**config.mk**
```make
export PLATFORM = sky130hd
export DESIGN_NAME = gpr_rs3_port_arbiter
export DESIGN_NICKNAME = d
export VERILOG_FILES = /design/src/rtl/gpr_rs3_port_arbiter.sv
export SDC_FILE = /design/constraint.sdc
export NUM_CORES = 1
export LEC_CHECK = 0
export CORE_ASPECT_RATIO = 0.5
export CORE_MARGIN = 1.5
export CORE_UTILIZATION = 45
export DETAILED_ROUTE_END_ITERATION = 7
export GPL_ROUTABILITY_DRIVEN = 0
export GPL_TIMING_DRIVEN = 0
export PLACE_DENSITY_LB_ADDON = 0.2
export SKIP_LAST_GASP = 1
export SLEW_MARGIN = 20
export SYNTH_ARGS = -nofsm -noshare
export SYNTH_HDL_FRONTEND = slang
export SYNTH_SLANG_ARGS = --single-unit
```
**constraint.sdc**
```tcl
create_clock -name clk -period 8.7 [get_ports clk]
set_input_delay 1.305 -clock clk [delete_from_list [all_inputs] [get_ports clk]]
set_output_delay 1.305 -clock clk [all_outputs]
set_load 0.02 [all_outputs]
```
**src/rtl/gpr_rs3_port_arbiter.sv**
```systemverilog
// gpr_rs3_port_arbiter
// Shares one GPR bank rs3 read port between the issue operand path and the
// tensor-core register-file request path. One grant per cycle; tensor wins
// conflicts until it has taken MAX_TC_BURST consecutive grants while issue
// waited, then issue is served. RAM data comes back one cycle after the
// read. Issue data is passed straight through. Tensor data lands in a
// 2-entry response buffer that is protected by a credit check at grant time.
//
// Handshake semantics: a transfer happens on a cycle where valid & ready are
// both high. A requester holds valid/addr until it sees ready. On the tensor
// response side, tc_rsp_valid never depends on tc_rsp_ready, and head data
// stays stable until the entry is popped.
module gpr_rs3_port_arbiter #(
    parameter int RAM_ADDRW     = 6,
    parameter int NUM_THREADS   = 4,
    parameter int XLEN          = 32,
    parameter int MAX_TC_BURST  = 4,
    parameter int PERF_CTR_BITS = 44
) (
    input  logic                            clk,
    input  logic                            reset,
    input  logic                            iss_req_valid,
    input  logic [RAM_ADDRW-1:0]            iss_req_addr,
    input  logic                            iss_space,
    output logic                            iss_req_ready,
    output logic                            iss_rsp_valid,
    output logic [NUM_THREADS*XLEN-1:0]     iss_rsp_data,
    input  logic                            tc_req_valid,
    input  logic [RAM_ADDRW-1:0]            tc_req_addr,
    output logic                            tc_req_ready,
    output logic                            tc_rsp_valid,
    input  logic                            tc_rsp_ready,
    output logic [NUM_THREADS*XLEN-1:0]     tc_rsp_data,
    output logic                            ram_rd_en,
    output logic [RAM_ADDRW-1:0]            ram_rd_addr,
    input  logic [NUM_THREADS*XLEN-1:0]     ram_rd_data,
    output logic [PERF_CTR_BITS-1:0]        perf_iss_stall
);

    localparam int DW = NUM_THREADS * XLEN;
    // Keep the starve counter at least one bit wide so MAX_TC_BURST=0 still elaborates.
    localparam int SW = (MAX_TC_BURST > 0) ? $clog2(MAX_TC_BURST + 1) : 1;
    localparam logic [SW-1:0] STARVE_MAX = SW'(MAX_TC_BURST);

    // Combinational arbitration signals
    logic          iss_elig;
    logic          tc_elig;
    logic          grant_iss;
    logic          grant_tc;
    logic          tc_push;
    logic          tc_pop;
    logic [2:0]    credits_used;

    // State
    logic [SW-1:0]            starve_cnt_q, starve_cnt_d;
    logic                     iss_rsp_valid_q, iss_rsp_valid_d;
    logic                     tc_inflight_q, tc_inflight_d;
    logic [1:0]               buf_count_q, buf_count_d;
    logic                     wr_ptr_q, wr_ptr_d;
    logic                     rd_ptr_q, rd_ptr_d;
    logic [DW-1:0]            buf_data_q [2];
    logic [DW-1:0]            buf_data_d [2];
    logic [PERF_CTR_BITS-1:0] perf_q, perf_d;

    assign tc_push = tc_inflight_q;
    assign tc_pop  = (buf_count_q != 2'd0) && tc_rsp_ready;

    // Credits held = buffered entries + the read in flight. An entry leaving
    // the buffer this cycle frees its credit immediately, which is what lets
    // a 1-per-cycle tensor stream run while the consumer keeps up.
    assign credits_used = {1'b0, buf_count_q} + {2'b00, tc_inflight_q} - {2'b00, tc_pop};

    // Eligibility and single-winner grant; no grants while reset is held
    always_comb begin
        iss_elig  = iss_req_valid && iss_space;
        tc_elig   = tc_req_valid && (credits_used < 3'd2);
        grant_iss = 1'b0;
        grant_tc  = 1'b0;
        if (!reset) begin
            if (iss_elig && tc_elig) begin
                if (starve_cnt_q == STARVE_MAX) begin
                    grant_iss = 1'b1;
                end else begin
                    grant_tc = 1'b1;
                end
            end else begin
                grant_iss = iss_elig;
                grant_tc  = tc_elig;
            end
        end
    end

    assign iss_req_ready  = grant_iss;
    assign tc_req_ready   = grant_tc;
    assign ram_rd_en      = grant_iss || grant_tc;
    assign ram_rd_addr    = grant_tc ? tc_req_addr : iss_req_addr;
    assign iss_rsp_valid  = iss_rsp_valid_q;
    assign iss_rsp_data   = ram_rd_data;
    assign tc_rsp_valid   = (buf_count_q != 2'd0);
    assign tc_rsp_data    = buf_data_q[rd_ptr_q];
    assign perf_iss_stall = perf_q;

    // Next-state: starve counter, response tracking, buffer pointers, perf counter
    always_comb begin
        starve_cnt_d    = starve_cnt_q;
        iss_rsp_valid_d = grant_iss;
        tc_inflight_d   = grant_tc;
        buf_count_d     = buf_count_q;
        wr_ptr_d        = wr_ptr_q;
        rd_ptr_d        = rd_ptr_q;
        buf_data_d      = buf_data_q;
        perf_d          = perf_q;

        if (grant_iss || !iss_elig) begin
            starve_cnt_d = '0;
        end else if (grant_tc && (starve_cnt_q != STARVE_MAX)) begin
            starve_cnt_d = starve_cnt_q + SW'(1);
        end

        if (tc_push) begin
            buf_data_d[wr_ptr_q] = ram_rd_data;
            wr_ptr_d             = ~wr_ptr_q;
        end
        if (tc_pop) begin
            rd_ptr_d = ~rd_ptr_q;
        end
        case ({tc_push, tc_pop})
            2'b10:   buf_count_d = buf_count_q + 2'd1;
            2'b01:   buf_count_d = buf_count_q - 2'd1;
            default: buf_count_d = buf_count_q;
        endcase

        if (iss_elig && !grant_iss && (perf_q != {PERF_CTR_BITS{1'b1}})) begin
            perf_d = perf_q + {{(PERF_CTR_BITS-1){1'b0}}, 1'b1};
        end
    end

    // Control state; reset drops in-flight reads and buffered responses
    always_ff @(posedge clk) begin
        if (reset) begin
            starve_cnt_q    <= '0;
            iss_rsp_valid_q <= 1'b0;
            tc_inflight_q   <= 1'b0;
            buf_count_q     <= 2'd0;
            wr_ptr_q        <= 1'b0;
            rd_ptr_q        <= 1'b0;
            perf_q          <= '0;
        end else begin
            starve_cnt_q    <= starve_cnt_d;
            iss_rsp_valid_q <= iss_rsp_valid_d;
            tc_inflight_q   <= tc_inflight_d;
            buf_count_q     <= buf_count_d;
            wr_ptr_q        <= wr_ptr_d;
            rd_ptr_q        <= rd_ptr_d;
            perf_q          <= perf_d;
        end
    end

    // Response buffer storage; contents are meaningless until counted valid
    always_ff @(posedge clk) begin
        buf_data_q <= buf_data_d;
    end

    // The grant-time credit check must make a push into a full buffer impossible
    always_ff @(posedge clk) begin
        if (!reset && tc_push && !tc_pop) begin
            assert (buf_count_q != 2'd2);
        end
    end

endmodule
```
==> run_summary.xml <==
<?xml version="1.0" encoding="UTF-8"?>
<metrics>
  <group name="clocking">
    <metric name="cts-htree-levels" unit="">1</metric>
    <metric name="postCtsHoldBufs" unit="">0</metric>
    <metric name="clock_insertion_delay_worst_skew" unit="ps">530</metric>
    <metric name="cts_root_buffer" unit="">sky130_fd_sc_hd__clkbuf_16</metric>
    <metric name="post_cts_setup_buffer_count" unit="">0</metric>
    <metric name="tritoncts" unit="">yes</metric>
    <metric name="cts.sinks" unit="">309</metric>
    <metric name="max-clock-path-buffers" unit="">3</metric>
    <metric name="worst_setup_hold_path_clk_slew" unit="ps">70</metric>
    <metric name="tritoncts.num_buffers" unit="">27</metric>
    <metric name="postCtsResizedCells" unit="">0</metric>
  </group>
  <group name="synthesis">
    <metric name="synth_xor_xnor_area_share" unit="">0.00268</metric>
    <metric name="synth.mux.area_fraction" unit="">0.120</metric>
    <metric name="synth.yosys.seq_area_share" unit="">0.668</metric>
    <metric name="synth.top_cell.area_share" unit="">0.587</metric>
    <metric name="ys.warnings.count" unit="">0</metric>
    <metric name="synthArstFlopShare" unit="">0</metric>
    <metric name="synth_top_family_by_area" unit="">multiplexers</metric>
    <metric name="mappedNetlistArea" unit="µm²">13100</metric>
    <metric name="synth_largest_area_cell" unit="">sky130_fd_sc_hd__edfxtp_1</metric>
    <metric name="synth-compound-area-share" unit="">0.0397</metric>
    <metric name="synth.distinct_cells" unit="">47</metric>
    <metric name="synth-adder-area-share" unit="">0.00440</metric>
    <metric name="synth.ff_latch_count" unit="">309</metric>
    <metric name="average_size_of_a_mapped_cell" unit="µm²">15.0</metric>
    <metric name="synth-main-ff-cell" unit="">sky130_fd_sc_hd__edfxtp_1</metric>
    <metric name="number_of_enable_flip_flop_cells_after_synthesis" unit="">256</metric>
    <metric name="simple_gate_share_of_the_synthesized_area" unit="">0.0753</metric>
    <metric name="mappedNetlistNets" unit="">1025</metric>
    <metric name="syn_inst" unit="">875</metric>
    <metric name="synth_top_cells_by_area" unit="">sky130_fd_sc_hd__edfxtp_1 59%, sky130_fd_sc_hd__mux2_2 12%, sky130_fd_sc_hd__dfxtp_1 8.1%</metric>
  </group>
  <group name="final_layout">
    <metric name="nFillCells" unit="">2028</metric>
    <metric name="num_antenna_cells" unit="">0</metric>
    <metric name="area.growth.synth_to_final" unit="%">46.3</metric>
    <metric name="number_of_non_filler_instances_in_the_completed_layout" unit="">1770</metric>
    <metric name="final_layout_size_suffix_gt1_frac" unit="">0.239</metric>
    <metric name="nets" unit="">1518</metric>
    <metric name="final_util" unit="">0.681</metric>
  </group>
  <group name="worst_hold_path">
    <metric name="capture_endpoint_of_the_worst_hold_path" unit="">perf_iss_stall[34]</metric>
    <metric name="worstHoldPathCells" unit="">2</metric>
    <metric name="worst_hold_startpoint" unit="">perf_iss_stall[34]</metric>
    <metric name="min_path_type" unit="">reg2reg</metric>
  </group>
  <group name="die">
    <metric name="dieArea" unit="µm²">30200</metric>
    <metric name="core" unit="µm²">28100</metric>
    <metric name="fp.dieH" unit="µm">124</metric>
    <metric name="initial_core_util" unit="">0.465</metric>
    <metric name="io-pin-count" unit="">457</metric>
    <metric name="rows" unit="">43</metric>
    <metric name="die-width" unit="µm">244</metric>
  </group>
  <group name="global_route">
    <metric name="gr-total-overflow" unit="">0</metric>
    <metric name="grt_pass1_vias" unit="">8907</metric>
    <metric name="global_route.usage.total" unit="">0.220</metric>
    <metric name="grt_antenna_before_repair" unit="">0</metric>
    <metric name="grt_max_degree" unit="">53</metric>
    <metric name="first_pass_grt_wire_length" unit="mm">50.7</metric>
  </group>
  <group name="timing">
    <metric name="timing_hold_violations_final" unit="">0</metric>
    <metric name="totalNegativeSetupSlack" unit="ps">0</metric>
    <metric name="worstMarginPinSlew" unit="ps">740</metric>
    <metric name="fin_worst_skew" unit="ps">8.64</metric>
    <metric name="period_needed" unit="ps">5820</metric>
    <metric name="final.period_utilization" unit="">0.669</metric>
    <metric name="worst_slew_margin_relative_to_its_limit" unit="">0.507</metric>
    <metric name="post-route-worst-setup-slack" unit="ps">2880</metric>
    <metric name="fmaxAchievable" unit="GHz">0.172</metric>
    <metric name="grt_setup_unrepaired" unit="">no</metric>
    <metric name="finalSetupViolCount" unit="">0</metric>
    <metric name="final_max_slew_viols" unit="">0</metric>
  </group>
  <group name="pwr">
    <metric name="p_total" unit="mW">3.32</metric>
    <metric name="p_per_cell_area" unit="nW/µm²">173</metric>
    <metric name="power.leakage" unit="nW">6.57</metric>
    <metric name="peakVddDrop" unit="mV">0.124</metric>
  </group>
  <group name="placement">
    <metric name="pre_cts_slack" unit="ps">2870</metric>
    <metric name="dpl.hpwl" unit="mm">25.7</metric>
    <metric name="port_buffers" unit="">456</metric>
    <metric name="place.detailed.instances" unit="">1721</metric>
  </group>
  <group name="setup_path">
    <metric name="cp-startpoint" unit="">tc_rsp_ready</metric>
    <metric name="critical_path.most_common_cell" unit="">sky130_fd_sc_hd__clkdlybuf4s50_1</metric>
    <metric name="max_incr_delay_on_cp" unit="ps">610</metric>
    <metric name="cp.arrival" unit="ps">4510</metric>
    <metric name="cp_max_fo" unit="">8</metric>
    <metric name="reg2regPathDepth" unit="">11</metric>
    <metric name="regToRegEndpoint" unit="">perf_iss_stall[43]</metric>
    <metric name="worst_setup_path_start_kind" unit="">input pin</metric>
    <metric name="cp_num_buf_inv" unit="">3</metric>
    <metric name="r2r_slack" unit="ps">5430</metric>
    <metric name="worst-endpoint-required" unit="ps">7390</metric>
    <metric name="worstPathCellList" unit="">clkdlybuf4s50_1, nand2b_1, nor2_1, or2_2, nand2_1, fa_1, xnor2_1, nand3_1, or3_1, clkbuf_1, mux2_2, clkdlybuf4s50_1</metric>
    <metric name="timing_worst_setup_path_type" unit="">in2out</metric>
    <metric name="crit_slowest_cell" unit="">sky130_fd_sc_hd__clkdlybuf4s50_1</metric>
    <metric name="reg2reg_from" unit="">buf_count_q[1]</metric>
    <metric name="cp-end-kind" unit="">primary output</metric>
    <metric name="critical_path.top_delay_family" unit="">buffers and inverters</metric>
  </group>
  <group name="route">
    <metric name="post_drt_via_cell_ratio" unit="">5.09</metric>
    <metric name="via_count" unit="">9016</metric>
    <metric name="drt-initial-drc-count" unit="">450</metric>
    <metric name="avgRoutedWirePerCell" unit="µm">19.6</metric>
    <metric name="wirelength" unit="mm">34.7</metric>
    <metric name="drc" unit="">0</metric>
    <metric name="antenna_violating_nets_post_route" unit="">0</metric>
    <metric name="drt-pass1-iter-count" unit="">5</metric>
  </group>
  <group name="run">
    <metric name="maxCapViolations" unit="">0</metric>
  </group>
  <group name="outcome">
    <metric name="status" unit="">finished clean</metric>
  </group>
</metrics>
[cells in the mapped netlist (4+ instances only)]
| cell type | n |
|---|---|
| sky130_fd_sc_hd__or3_1 | 6 |
| sky130_fd_sc_hd__o31ai_1 | 34 |
| sky130_fd_sc_hd__a21oi_1 | 42 |
| sky130_fd_sc_hd__buf_4 | 130 |
| sky130_fd_sc_hd__nand2_1 | 21 |
| sky130_fd_sc_hd__nand3_1 | 19 |
| sky130_fd_sc_hd__edfxtp_1 | 256 |
| sky130_fd_sc_hd__dfxtp_1 | 53 |
| sky130_fd_sc_hd__clkbuf_1 | 28 |
| sky130_fd_sc_hd__or4_1 | 34 |
| sky130_fd_sc_hd__nand4_1 | 15 |
| sky130_fd_sc_hd__nor3_1 | 7 |
| sky130_fd_sc_hd__nor2_1 | 16 |
| sky130_fd_sc_hd__nor2b_1 | 5 |
| sky130_fd_sc_hd__inv_1 | 12 |
| sky130_fd_sc_hd__mux2_2 | 135 |
| sky130_fd_sc_hd__nor4_1 | 4 |
| sky130_fd_sc_hd__and4_1 | 6 |
| sky130_fd_sc_hd__or2_2 | 5 |
[placed cells by master, fill, tap and decap left out, types with 3 or more instances in the layout]
master                              n
sky130_fd_sc_hd__edfxtp_1         256
sky130_fd_sc_hd__mux2_2           135
sky130_fd_sc_hd__buf_16             6
sky130_fd_sc_hd__nand3_1           19
sky130_fd_sc_hd__or4_1             34
sky130_fd_sc_hd__buf_2              3
sky130_fd_sc_hd__a21oi_1           42
sky130_fd_sc_hd__and3_1             3
sky130_fd_sc_hd__clkinv_1           4
sky130_fd_sc_hd__nor4_1             4
sky130_fd_sc_hd__o21ai_1            3
sky130_fd_sc_hd__nand4_1           15
sky130_fd_sc_hd__inv_1             12
sky130_fd_sc_hd__clkdlybuf4s50_1  456
sky130_fd_sc_hd__clkbuf_1          37
sky130_fd_sc_hd__buf_4            130
sky130_fd_sc_hd__dfxtp_1           53
sky130_fd_sc_hd__nor2_1            16
sky130_fd_sc_hd__clkinv_2           5
sky130_fd_sc_hd__nor3_1             7
sky130_fd_sc_hd__o31ai_1           34
sky130_fd_sc_hd__nand2_1           21
sky130_fd_sc_hd__or2_2              5
sky130_fd_sc_hd__or3_1              6
sky130_fd_sc_hd__and4_1             6
sky130_fd_sc_hd__xnor2_1            3
sky130_fd_sc_hd__nor2b_1            4
sky130_fd_sc_hd__ha_1               3
sky130_fd_sc_hd__clkbuf_16         27
[flip-flops by register name, summed over array words and instances, names as in the netlist]
register	cells
buf_count_q	2
rd_ptr_q	1
starve_cnt_q	3
buf_data_q	256
wr_ptr_q	1
iss_rsp_valid	1
tc_inflight_q	1
perf_iss_stall	44
[worst max-delay path by stage]
stage,to,depth (start not counted)
6_report,ram_rd_addr[1],12
5_1_grt,ram_rd_addr[1],12
4_1_cts,ram_rd_addr[1],12
3_5_place_dp,ram_rd_addr[1],12
3_3_place_gp,buf_data_q[163],2
2_1_floorplan,buf_data_q[128],2
[stage by stage]
stage / instance area [µm²] / hold WS, ps
6_report: 19100 / 507
5_1_grt: 19100 / 546
4_1_cts: 19100 / 510
3_5_place_dp: 18300 / 500
3_3_place_gp: 18100 / 477
2_1_floorplan: 13100 / 479
[routing by layer]
metal,vias to the layer above,wire [µm],track usage
met5,-,0,0
met4,0,765,0.0606
met3,56,1720,0.0437
met2,246,19100,0.414
met1,4511,13100,0.259
li1,4203,-,-
[worst reg2reg max path, cell delays in order (launching register included)]
cell	delay (ps)
sky130_fd_sc_hd__dfxtp_1	490
sky130_fd_sc_hd__inv_1	70
sky130_fd_sc_hd__nor2_1	190
sky130_fd_sc_hd__or2_2	170
sky130_fd_sc_hd__nand2_1	60
sky130_fd_sc_hd__fa_1	390
sky130_fd_sc_hd__xnor2_1	200
sky130_fd_sc_hd__a41o_1	350
sky130_fd_sc_hd__nand4_1	270
sky130_fd_sc_hd__clkbuf_1	310
sky130_fd_sc_hd__nor4_1	330
sky130_fd_sc_hd__mux2_1	350
[layout make-up]
cell class / instances / area (µm²) / share of cell area
Sequential cell: 309 / 8750 / 0.457
Timing Repair Buffer: 464 / 4770 / 0.249
Multi-Input combinational cell: 389 / 3180 / 0.166
Buffer: 165 / 1130 / 0.0589
Clock buffer: 36 / 709 / 0.0370
Tap cell: 382 / 478 / 0.0250
Clock inverter: 13 / 91.3 / 0.00477
Inverter: 12 / 45.0 / 0.00235
[power by group]
group          switching [mW]  internal [mW]  leakage [nW]  total [mW]
clock network           0.521          0.604         0.388        1.12
logic                   0.250          0.282          3.41       0.532
registers              0.0106           1.65          2.78        1.67
total                   0.781           2.54          6.57        3.32
[cell families (layout without fill, tap and decap cells)]
| family | after synthesis | after routing |
|---|---|---|
| AO/OA/AOI/OAI | 84 | 84 |
| buffers and inverters | 177 | 690 |
| AND/OR/NAND/NOR | 158 | 158 |
| flip-flops | 309 | 309 |
| XOR/XNOR | 4 | 4 |
| adder cells (fa/ha/maj) | 4 | 4 |
| multiplexers | 139 | 139 |
No activity file was read; power rests on OpenSTA's default activity.
